**src/rtl/arbiter_4_deq.sv**
```systemverilog
// arbiter_4_deq: output-side arbiter of a ring node.
// Drains four flit FIFOs (0 pass_req, 1 pass_rep, 2 local_out_req,
// 3 local_out_rep) onto one outgoing link through a registered output stage.
// Round-robin per message: a winning head locks the link until its tail.
//
// Ports
//   clk, rst                      clock, synchronous active-high reset
//   flit_*/ctrl_*/vld_*           head-of-FIFO flit, ctrl, not-empty per source
//   deq_*                         combinational pop strobes, at most one high
//   out_ready                     downstream can take a flit this cycle
//   flit_out/ctrl_out/out_valid   registered output flit
//   err_pulse                     one-cycle pulse when a bad flit is discarded

// Per-source lane: eligibility for the scan and decode of its pop strobe.
module arbiter_4_deq_lane #(
  parameter logic [1:0] IDX = 2'd0
) (
  input  logic       vld,
  input  logic       locked,
  input  logic [1:0] gnt,
  input  logic       pop,
  input  logic [1:0] sel,
  output logic       elig,
  output logic       deq
);
  // While locked only the granted source may compete.
  assign elig = vld && (!locked || gnt == IDX);
  assign deq  = pop && sel == IDX;
endmodule

module arbiter_4_deq (
  input  logic        clk,
  input  logic        rst,
  input  logic [15:0] flit_pass_req,
  input  logic [15:0] flit_pass_rep,
  input  logic [15:0] flit_local_out_req,
  input  logic [15:0] flit_local_out_rep,
  input  logic [1:0]  ctrl_pass_req,
  input  logic [1:0]  ctrl_pass_rep,
  input  logic [1:0]  ctrl_local_out_req,
  input  logic [1:0]  ctrl_local_out_rep,
  input  logic        vld_pass_req,
  input  logic        vld_pass_rep,
  input  logic        vld_local_out_req,
  input  logic        vld_local_out_rep,
  output logic        deq_pass_req,
  output logic        deq_pass_rep,
  output logic        deq_local_out_req,
  output logic        deq_local_out_rep,
  input  logic        out_ready,
  output logic [15:0] flit_out,
  output logic [1:0]  ctrl_out,
  output logic        out_valid,
  output logic        err_pulse
);
  localparam int NUM_LANES = 4;
  localparam int VEC_W     = 16;
  localparam int CTRL_W    = 2;

  localparam logic [1:0] C_HEAD = 2'b01;
  localparam logic [1:0] C_TAIL = 2'b11;

  typedef enum logic {S_IDLE, S_LOCKED} state_t;

  state_t state, state_nxt;
  logic [1:0] gnt, gnt_nxt;
  logic [1:0] rr, rr_nxt;

  logic [NUM_LANES-1:0][VEC_W-1:0]  lane_flit;
  logic [NUM_LANES-1:0][CTRL_W-1:0] lane_ctrl;
  logic [NUM_LANES-1:0]             lane_vld;
  logic [NUM_LANES-1:0]             lane_elig;
  logic [NUM_LANES-1:0]             lane_deq;

  logic              locked;
  logic              found;
  logic [1:0]        sel;
  logic              slot_free;
  logic              pop;
  logic              fwd;
  logic              err;
  logic [CTRL_W-1:0] sel_ctrl;
  logic [VEC_W-1:0]  sel_flit;

  assign lane_flit = {flit_local_out_rep, flit_local_out_req, flit_pass_rep, flit_pass_req};
  assign lane_ctrl = {ctrl_local_out_rep, ctrl_local_out_req, ctrl_pass_rep, ctrl_pass_req};
  assign lane_vld  = {vld_local_out_rep, vld_local_out_req, vld_pass_rep, vld_pass_req};

  assign deq_pass_req      = lane_deq[0];
  assign deq_pass_rep      = lane_deq[1];
  assign deq_local_out_req = lane_deq[2];
  assign deq_local_out_rep = lane_deq[3];

  assign locked    = (state == S_LOCKED);
  assign slot_free = !out_valid || out_ready;

  generate
    for (genvar g = 0; g < NUM_LANES; g++) begin : g_lane
      arbiter_4_deq_lane #(.IDX(2'(g))) u_lane (
        .vld    (lane_vld[g]),
        .locked (locked),
        .gnt    (gnt),
        .pop    (pop),
        .sel    (sel),
        .elig   (lane_elig[g]),
        .deq    (lane_deq[g])
      );
    end
  endgenerate

  // Rotating scan from rr; while locked only lane gnt is eligible, so the
  // same scan returns gnt or nothing.
  always_comb begin
    logic [1:0] idx;
    found = 1'b0;
    sel   = rr;
    idx   = rr;
    for (int k = 0; k < NUM_LANES; k++) begin
      idx = rr + 2'(k);
      if (!found && lane_elig[idx]) begin
        found = 1'b1;
        sel   = idx;
      end
    end
  end

  assign sel_ctrl = lane_ctrl[sel];
  assign sel_flit = lane_flit[sel];

  // Pop/forward/error decode. Idle forwards head or single (ctrl[0]=1);
  // locked forwards body or tail (ctrl[1]=1). Anything else is discarded.
  always_comb begin
    pop = found && slot_free && !rst;
    fwd = 1'b0;
    if (pop) fwd = locked ? sel_ctrl[1] : sel_ctrl[0];
    err = pop && !fwd;
  end

  // State register
  always_ff @(posedge clk) begin
    if (rst) begin
      state <= S_IDLE;
      gnt   <= 2'd0;
      rr    <= 2'd0;
    end else begin
      state <= state_nxt;
      gnt   <= gnt_nxt;
      rr    <= rr_nxt;
    end
  end

  // Next-state logic
  always_comb begin
    state_nxt = state;
    gnt_nxt   = gnt;
    rr_nxt    = rr;
    if (fwd) begin
      case (state)
        S_IDLE: begin
          if (sel_ctrl == C_HEAD) begin
            state_nxt = S_LOCKED;
            gnt_nxt   = sel;
          end else if (sel_ctrl == C_TAIL) begin
            rr_nxt = sel + 2'd1;
          end
        end
        S_LOCKED: begin
          if (sel_ctrl == C_TAIL) begin
            state_nxt = S_IDLE;
            rr_nxt    = gnt + 2'd1;
          end
        end
        default: state_nxt = S_IDLE;
      endcase
    end
  end

  // Output stage: load on forward, otherwise drain when accepted. Data is
  // left untouched when the valid clears.
  always_ff @(posedge clk) begin
    if (rst) begin
      out_valid <= 1'b0;
      flit_out  <= '0;
      ctrl_out  <= '0;
      err_pulse <= 1'b0;
    end else begin
      err_pulse <= err;
      if (fwd) begin
        out_valid <= 1'b1;
        flit_out  <= sel_flit;
        ctrl_out  <= sel_ctrl;
      end else if (out_ready) begin
        out_valid <= 1'b0;
      end
    end
  end
endmodule

```
**config.mk**
```make
export PLATFORM = sky130hd
export DESIGN_NAME = arbiter_4_deq
export DESIGN_NICKNAME = d
export VERILOG_FILES = /design/src/rtl/arbiter_4_deq.sv
export SDC_FILE = /design/constraint.sdc
export NUM_CORES = 1
export LEC_CHECK = 0
export ABC_AREA = 1
export CAP_MARGIN = 20
export CORE_MARGIN = 2
export CORE_UTILIZATION = 38
export CTS_CLUSTER_DIAMETER = 200
export DETAILED_ROUTE_END_ITERATION = 8
export PLACE_DENSITY = 0.83
export REMOVE_ABC_BUFFERS = 1
export SYNTH_ARGS = -nofsm -noshare
export SYNTH_HDL_FRONTEND = slang
export SYNTH_HIERARCHICAL = 1
export SYNTH_SLANG_ARGS = --single-unit
```
**constraint.sdc**
```tcl
create_clock -name clk -period 2.4 [get_ports clk]
set_input_delay 0.48 -clock clk [delete_from_list [all_inputs] [get_ports clk]]
set_output_delay 0.48 -clock clk [all_outputs]
set_load 0.03 [all_outputs]
```
==> results of run 1 <==
## state kept, by name (all words and copies together), names as in the netlist, named ones only
register / flops
ctrl_out: 2
err_pulse: 1
rr: 2
out_valid: 1
flit_out: 16
gnt: 2
## synthesized netlist by cell type
master | n | area, µm²
o21ai_4 | 1 | 16.3
nor2_8 | 2 | 40.0
buf_6 | 5 | 56.3
clkbuf_1 | 7 | 26.3
and3_1 | 1 | 6.26
a21oi_2 | 5 | 43.8
o21ai_0 | 4 | 20.0
nand3_1 | 15 | 75.1
inv_2 | 2 | 7.51
nand4_1 | 3 | 18.8
nand2_2 | 14 | 87.6
inv_6 | 1 | 8.76
buf_12 | 1 | 20.0
dfxtp_1 | 25 | 500
nand4_4 | 1 | 21.3
a21o_1 | 16 | 120
buf_2 | 4 | 20.0
nand2_4 | 5 | 56.3
nor3_1 | 1 | 5.00
nand3b_1 | 2 | 15.0
a21oi_1 | 16 | 80.1
o211ai_1 | 2 | 15.0
buf_8 | 1 | 15.0
nand3_4 | 1 | 17.5
inv_1 | 24 | 90.1
nor2_1 | 36 | 135
inv_4 | 1 | 6.26
nand2_1 | 153 | 574
nor4_1 | 1 | 6.26
nor2_2 | 10 | 62.6
nor3b_1 | 1 | 7.51
o21ai_1 | 16 | 80.1
o21a_1 | 1 | 7.51
nand3_2 | 3 | 30.0
## final cells by class
| cell class | count | area (µm²) | share of cell area [%] |
|---|---|---|---|
| clock buffer | 4 | 45.0 | 1.07 |
| inverter | 28 | 131 | 3.13 |
| multi-input combinational | 311 | 1840 | 43.7 |
| sequential | 25 | 513 | 12.2 |
| tap | 75 | 93.8 | 2.23 |
| timing repair buffer | 157 | 1570 | 37.4 |
| timing repair inverter | 1 | 8.76 | 0.208 |
## worst min-delay path by stage
stage,depth (start not counted),startpoint,endpoint
3_5_place_dp,2,ctrl_out[0]$_SDFFE_PP0P_,ctrl_out[0]$_SDFFE_PP0P_
5_1_grt,2,ctrl_out[0]$_SDFFE_PP0P_,ctrl_out[0]$_SDFFE_PP0P_
2_1_floorplan,2,gnt[0]$_SDFFE_PP0P_,gnt[0]$_SDFFE_PP0P_
6_report,2,ctrl_out[0]$_SDFFE_PP0P_,ctrl_out[0]$_SDFFE_PP0P_
3_3_place_gp,2,ctrl_out[0]$_SDFFE_PP0P_,ctrl_out[0]$_SDFFE_PP0P_
4_1_cts,2,ctrl_out[0]$_SDFFE_PP0P_,ctrl_out[0]$_SDFFE_PP0P_
## kinds of logic after synthesis
family / count (synthesis) / synth area share (%)
simple gates: 249 / 50.5
compound gates: 61 / 16.7
buf+inv: 46 / 10.9
flops: 25 / 21.8
## report_power, final
part	internal (µW)	switching, µW
Clock	119	133
Sequential	555	103
Combinational	2430	3190
## worst max-delay path: stages (launching register included)
cell and delay [ns]:
dfxtp_4 0.39, inv_2 0.04, nand2_2 0.07, a21oi_4 0.07, buf_6 0.12, nand2_2 0.07
nand2_2 0.05, nand2_2 0.08, nand2_4 0.07, buf_12 0.13, nor2_8 0.11, nand4_4 0.14
buf_6 0.16, nand3_4 0.06, nand2_4 0.09, nor3b_2 0.17, buf_4 0.18
## through the flow
stage	cell area, µm²	hold slack (ns)	setup TNS, ns	total power, µW
finish	4200	0.473	-7.64	6530
global route	4200	0.495	-12.03	6970
CTS	3950	0.476	-5.60	5760
detailed placement	3470	0.468	-16.79	4680
global placement	3470	0.457	-14.05	4570
floorplan	2150	0.517	-15.30	3310
## per-layer routing
metal / vias to the layer above / share of wire, %
met5: - / 0
met4: 0 / 2.4
met3: 27 / 6.6
met2: 147 / 52
met1: 1423 / 39
li1: 1495 / -
## cell usage in the layout, fill, tap and decap left out, types with 9 or more instances in the layout
master	n
buf_4	37
nand2_4	12
a21oi_1	16
nor2_2	16
nor2_1	29
inv_1	17
nand2_1	126
a21o_1	16
nand2_2	33
buf_6	15
clkdlybuf4s50_1	94
o21ai_1	9
o21ai_2	10
nand3_2	10
dfxtp_1	21
## timing repair
| action | CTS | global route |
|---|---|---|
| gates cloned | 3 | 0 |
| setup buffers | 19 | 10 |
| resized for setup | 65 | 52 |
| pin swaps | 30 | 34 |
| endpoints found under the setup margin | 29 | 29 |
==> metrics.yaml, run 1 <==
syn_to_final_growth_pct: 83.4
cts_hold_buf: 0
drv_slew: 0
grt_util_met1_pct: 26.3
setup_violations: 28
relSlewSlack_pct: 40.6
period_needed_ns: 2.76
drive_gt1_share_pct: 33.7
reg2reg_from: "gnt[0]$_SDFFE_PP0P_"
netlist-cell-type-count: 34
reg2regPathDepth: 23
final-instance-count-excl-fill: 601
cts_max_level: 1
syn_inst: 381
dp_slack_ns: -0.658
ys_ff_latch: 25
finClkSkew_ns: 0.00279
cts.sinks: 25
finalWeightedCongestion: 0.822
syn_avg_cell_area_um2: 6.02
ioPinCount: 103
drt_wl_total_um: 8790
r2r-end: "ctrl_out[1]$_SDFFE_PP0P_"
cp-endpoint: "deq_pass_req"
cts_buffers: 3
cts_root_buffer: "clkbuf_8"
worstSetupEndpointType: "primary output"
worstSetupStartpoint: "gnt[0]$_SDFFE_PP0P_"
clk_latency_ns: 0.27
cp_max_fo: 7
grt_pass1_vias: 2770
yosysWarnings: 6
run_status: "finished, violations left"
rsz0062_at_grt: "yes"
grt_pass1_wl_um: 12400
ys_seq_area_share_pct: 21.8
powerDensity_nw_per_um2: 1550
crit_type: "flip-flop to primary output"
place_inst: 567
overflow: 0
track_usage_pct: 23.3
antenna_found_initial: 0
fmax_mhz: 362
io_buffers: 102
routed-via-count: 3092
worstPathArrival_ns: 2.28
dp_hpwl_um: 5270
die_w_um: 81.7
rows: 28
drt_iter0_drc: 277
worst_pin_slew_ns: 0.890
max_cap_violations: 0
violations: "negative setup slack"
die_h_um: 81.7
gr-usage-met2_pct: 44.7
fill_cells: 435
globalRouteMet3Util_pct: 4.62
r2r_slack_ns: -0.34
layout_setup_ws_ns: -0.359
core_um2: 5890
drc: 0
fin_nets: 606
tritoncts: "built"
busiest_layer: "met2"
syn_area_um2: 2290
hold_viol_final: 0
period_share_pct: 115
critPathLaunchType: "flip-flop"
antennaDiodeCount: 0
p_leak_uw: 0.00200
irDropWorstVdd_mv: 1.03
dr.pass1.iters: 5
dieArea_um2: 6670
critical_path_required_ns: 1.92
post-route-util_pct: 71.4
post_drt_via_cell_ratio: 5.14
post_drt_wl_per_cell_um: 14.6
start_util_pct: 38.9
clk_pin_slew_ns: 0.09
clock_path_buffers: 2
hold_class: "flip-flop to flip-flop"
grt_max_degree: 23
final_antenna_net_count: 0
Note: power is estimated with default switching activity, not from simulation.
==> run 2: changes to the inputs <==
--- a/config.mk
+++ b/config.mk
@@ -13,6 +13,7 @@
 export DETAILED_ROUTE_END_ITERATION = 8
 export PLACE_DENSITY = 0.83
 export REMOVE_ABC_BUFFERS = 1
+export SETUP_SLACK_MARGIN = 0.2
 export SYNTH_ARGS = -nofsm -noshare
 export SYNTH_HDL_FRONTEND = slang
 export SYNTH_HIERARCHICAL = 1
==> constraint.sdc (replaced) <==
create_clock -name clk -period 2.35 [get_ports clk]
set_input_delay 0.47 -clock clk [delete_from_list [all_inputs] [get_ports clk]]
set_output_delay 0.47 -clock clk [all_outputs]
set_load 0.03 [all_outputs]
==> run 2 against run 1 <==
The flow still finishes with violations (negative setup slack); worst setup slack got worse by 0.0015 ns; sequential power barely moved; sequential share of layout area rose by 0.84 points; clock skew fell by 0.00054 ns; non-clock buffer count fell by 9; die area did not move; power fell by 8.8%; register-to-register slack improved by 0.05 ns; combinational power fell by 10%; global-route usage fell by 0.88 points; first-iteration DRC count fell by 57%; critical endpoint unchanged; largest cell class unchanged; highest routed layer unchanged.
==> metrics.yaml, run 2 (synthesis results as in run 1) <==
irDropWorstVdd_mv: 0.777
reg2regPathDepth: 21
globalRouteMet3Util_pct: 4.18
max_cap_violations: 0
hold_viol_final: 0
hold_class: "flip-flop to flip-flop"
crit_type: "flip-flop to primary output"
start_util_pct: 38.9
critical_path_required_ns: 1.88
syn_to_final_growth_pct: 72.0
seqCellArea_um2: 514
worstPathArrival_ns: 2.24
final_antenna_net_count: 0
clk_pin_slew_ns: 0.09
fin_nets: 595
clock_path_buffers: 2
setup_violations: 29
largest_register_ffs: 16
antennaDiodeCount: 0
cts_buffers: 3
cp_max_fo: 6
finClkSkew_ns: 0.00225
period_share_pct: 115
post_drt_wl_per_cell_um: 12.9
antenna_found_initial: 0
min_path_cells: 2
violations: "negative setup slack"
tns_ns: -7.31
period_needed_ns: 2.71
io_buffers: 102
drc: 0
drt_wl_total_um: 7590
layout_setup_ws_ns: -0.361
die_w_um: 81.7
worst_pin_slew_ns: 0.696
routed-via-count: 2916
drt_iter0_drc: 120
fill_cells: 477
p_total_uw: 5950
hold_ws_ns: 0.475
cp_slowest_stage_delay_ns: 0.37
final_common_cell: "nand2_1"
place_inst: 571
cts_hold_buf: 0
grt_max_degree: 23
p_leak_uw: 0.00191
regMostFlops: "flit_out"
grt_pass1_wl_um: 11800
powerDensity_nw_per_um2: 1510
worstSetupEndpointType: "primary output"
critPathLaunchType: "flip-flop"
crit_path_cell_trace: "buf_6 > a21oi_2 > inv_1 > nand2_1 > nand2_2 > o21ai_4 > buf_12 > nand3_4 > nand2_2 > nand2_2 > nand2_2 > nand2_4 > nor3b_2 > buf_4"
cts_root_buffer: "clkbuf_8"
slowest_stage: "dfxtp_4"
drive_gt1_share_pct: 28.2
cts.sinks: 25
multi_input_area_um2: 1720
cts_max_level: 1
rows: 28
dieArea_um2: 6670
track_usage_pct: 22.5
layout_common_cells: "nand2_1, clkdlybuf4s50_1, buf_4"
post_drt_via_cell_ratio: 4.94
run_status: "finished, violations left"
finalWeightedCongestion: 0.888
grt_util_met1_pct: 25.7
grt_pass1_vias: 2714
cp.depth: 14
ioPinCount: 103
die_h_um: 81.7
clk_latency_ns: 0.27
fmax_mhz: 369
overflow: 0
r2r_slack_ns: -0.29
drv_slew: 0
final-instance-count-excl-fill: 590
rsz0062_at_grt: "yes"
path_delay_family: "simple AND/OR/NAND/NOR gates"
path_buf_inv: 4
busiest_layer: "met2"
core_um2: 5890
tritoncts: "built"
cp_common_cell: "nand2_2"
gr-usage-met2_pct: 41.7
dp_hpwl_um: 5360
relSlewSlack_pct: 53.5
dr.pass1.iters: 4
run 2: layout make-up:
| class | count | share of cell area, % |
|---|---|---|
| inverters | 28 | 3.05 |
| flip-flops and latches | 25 | 13.0 |
| clock inverters | 1 | 0.190 |
| multi-input cells | 310 | 43.7 |
| clock buffers | 3 | 1.05 |
| well taps | 75 | 2.38 |
| repair buffers | 148 | 36.6 |
run 2: report_power, final:
part	total (µW)	switching (µW)	internal [µW]
clock	269	149	121
sequential	661	93.4	567
combinational	5030	2900	2130
run 2: final timing paths:
check                      startpoint                       end
min          ctrl_out[0]$_SDFFE_PP0P_  ctrl_out[0]$_SDFFE_PP0P_
min reg2reg  ctrl_out[0]$_SDFFE_PP0P_  ctrl_out[0]$_SDFFE_PP0P_
max                         flip-flop              deq_pass_req
max reg2reg                 flip-flop        rr[1]$_SDFFE_PP0P_
run 2: metal layers:
metal	wire (µm)	part of all wire [%]
met5	0	0
met4	141	1.9
met3	478	6.3
met2	3870	51
met1	3100	41
run 2: stage by stage:
stage / area [µm²] / worst slack [ns] / utilization (%)
after global placement: 3540 / -0.598 / 60.2
after global routing: 3940 / -0.480 / 67.0
after detailed placement: 3540 / -0.696 / 60.2
final: 3940 / -0.361 / 67.0
after CTS: 3790 / -0.330 / 64.4
after floorplan: 2150 / -0.781 / -
run 2: repair_timing:
action | CTS | global route
resized for setup | 45 | 35
endpoints found under the setup margin | 29 | 29
buffers inserted | 9 | 5
cloned | 1 | 0
pin swaps | 26 | 29
run 2: worst reg2reg max path: stages, from the launching register on:
cell and delay, ns:
dfxtp_4 0.37, buf_6 0.12, a21oi_2 0.15, inv_1 0.09, nand2_1 0.09, nand2_2 0.09, o21ai_4 0.18, buf_12 0.13
nand3_4 0.09, nand2_2 0.11, nand3_2 0.09, nand2_4 0.13, buf_4 0.13, nand2_2 0.06, buf_4 0.14, nand2_4 0.07
nand2_2 0.05, nand2_2 0.07, nand4_1 0.13, nand2_1 0.10, inv_1 0.05, nor2_1 0.12
==> run 3: changes to the inputs <==
--- a/config.mk
+++ b/config.mk
@@ -6,7 +6,6 @@
 export NUM_CORES = 1
 export LEC_CHECK = 0
 export ABC_AREA = 1
-export CAP_MARGIN = 20
 export CORE_MARGIN = 2
 export CORE_UTILIZATION = 38
 export CTS_CLUSTER_DIAMETER = 200
@@ -18,3 +17,4 @@
 export SYNTH_HDL_FRONTEND = slang
 export SYNTH_HIERARCHICAL = 1
 export SYNTH_SLANG_ARGS = --single-unit
+export TNS_END_PERCENT = 100
==> results of run 3 <==
Same layout as run 2: the final DEF is identical, and so are final timing and power.
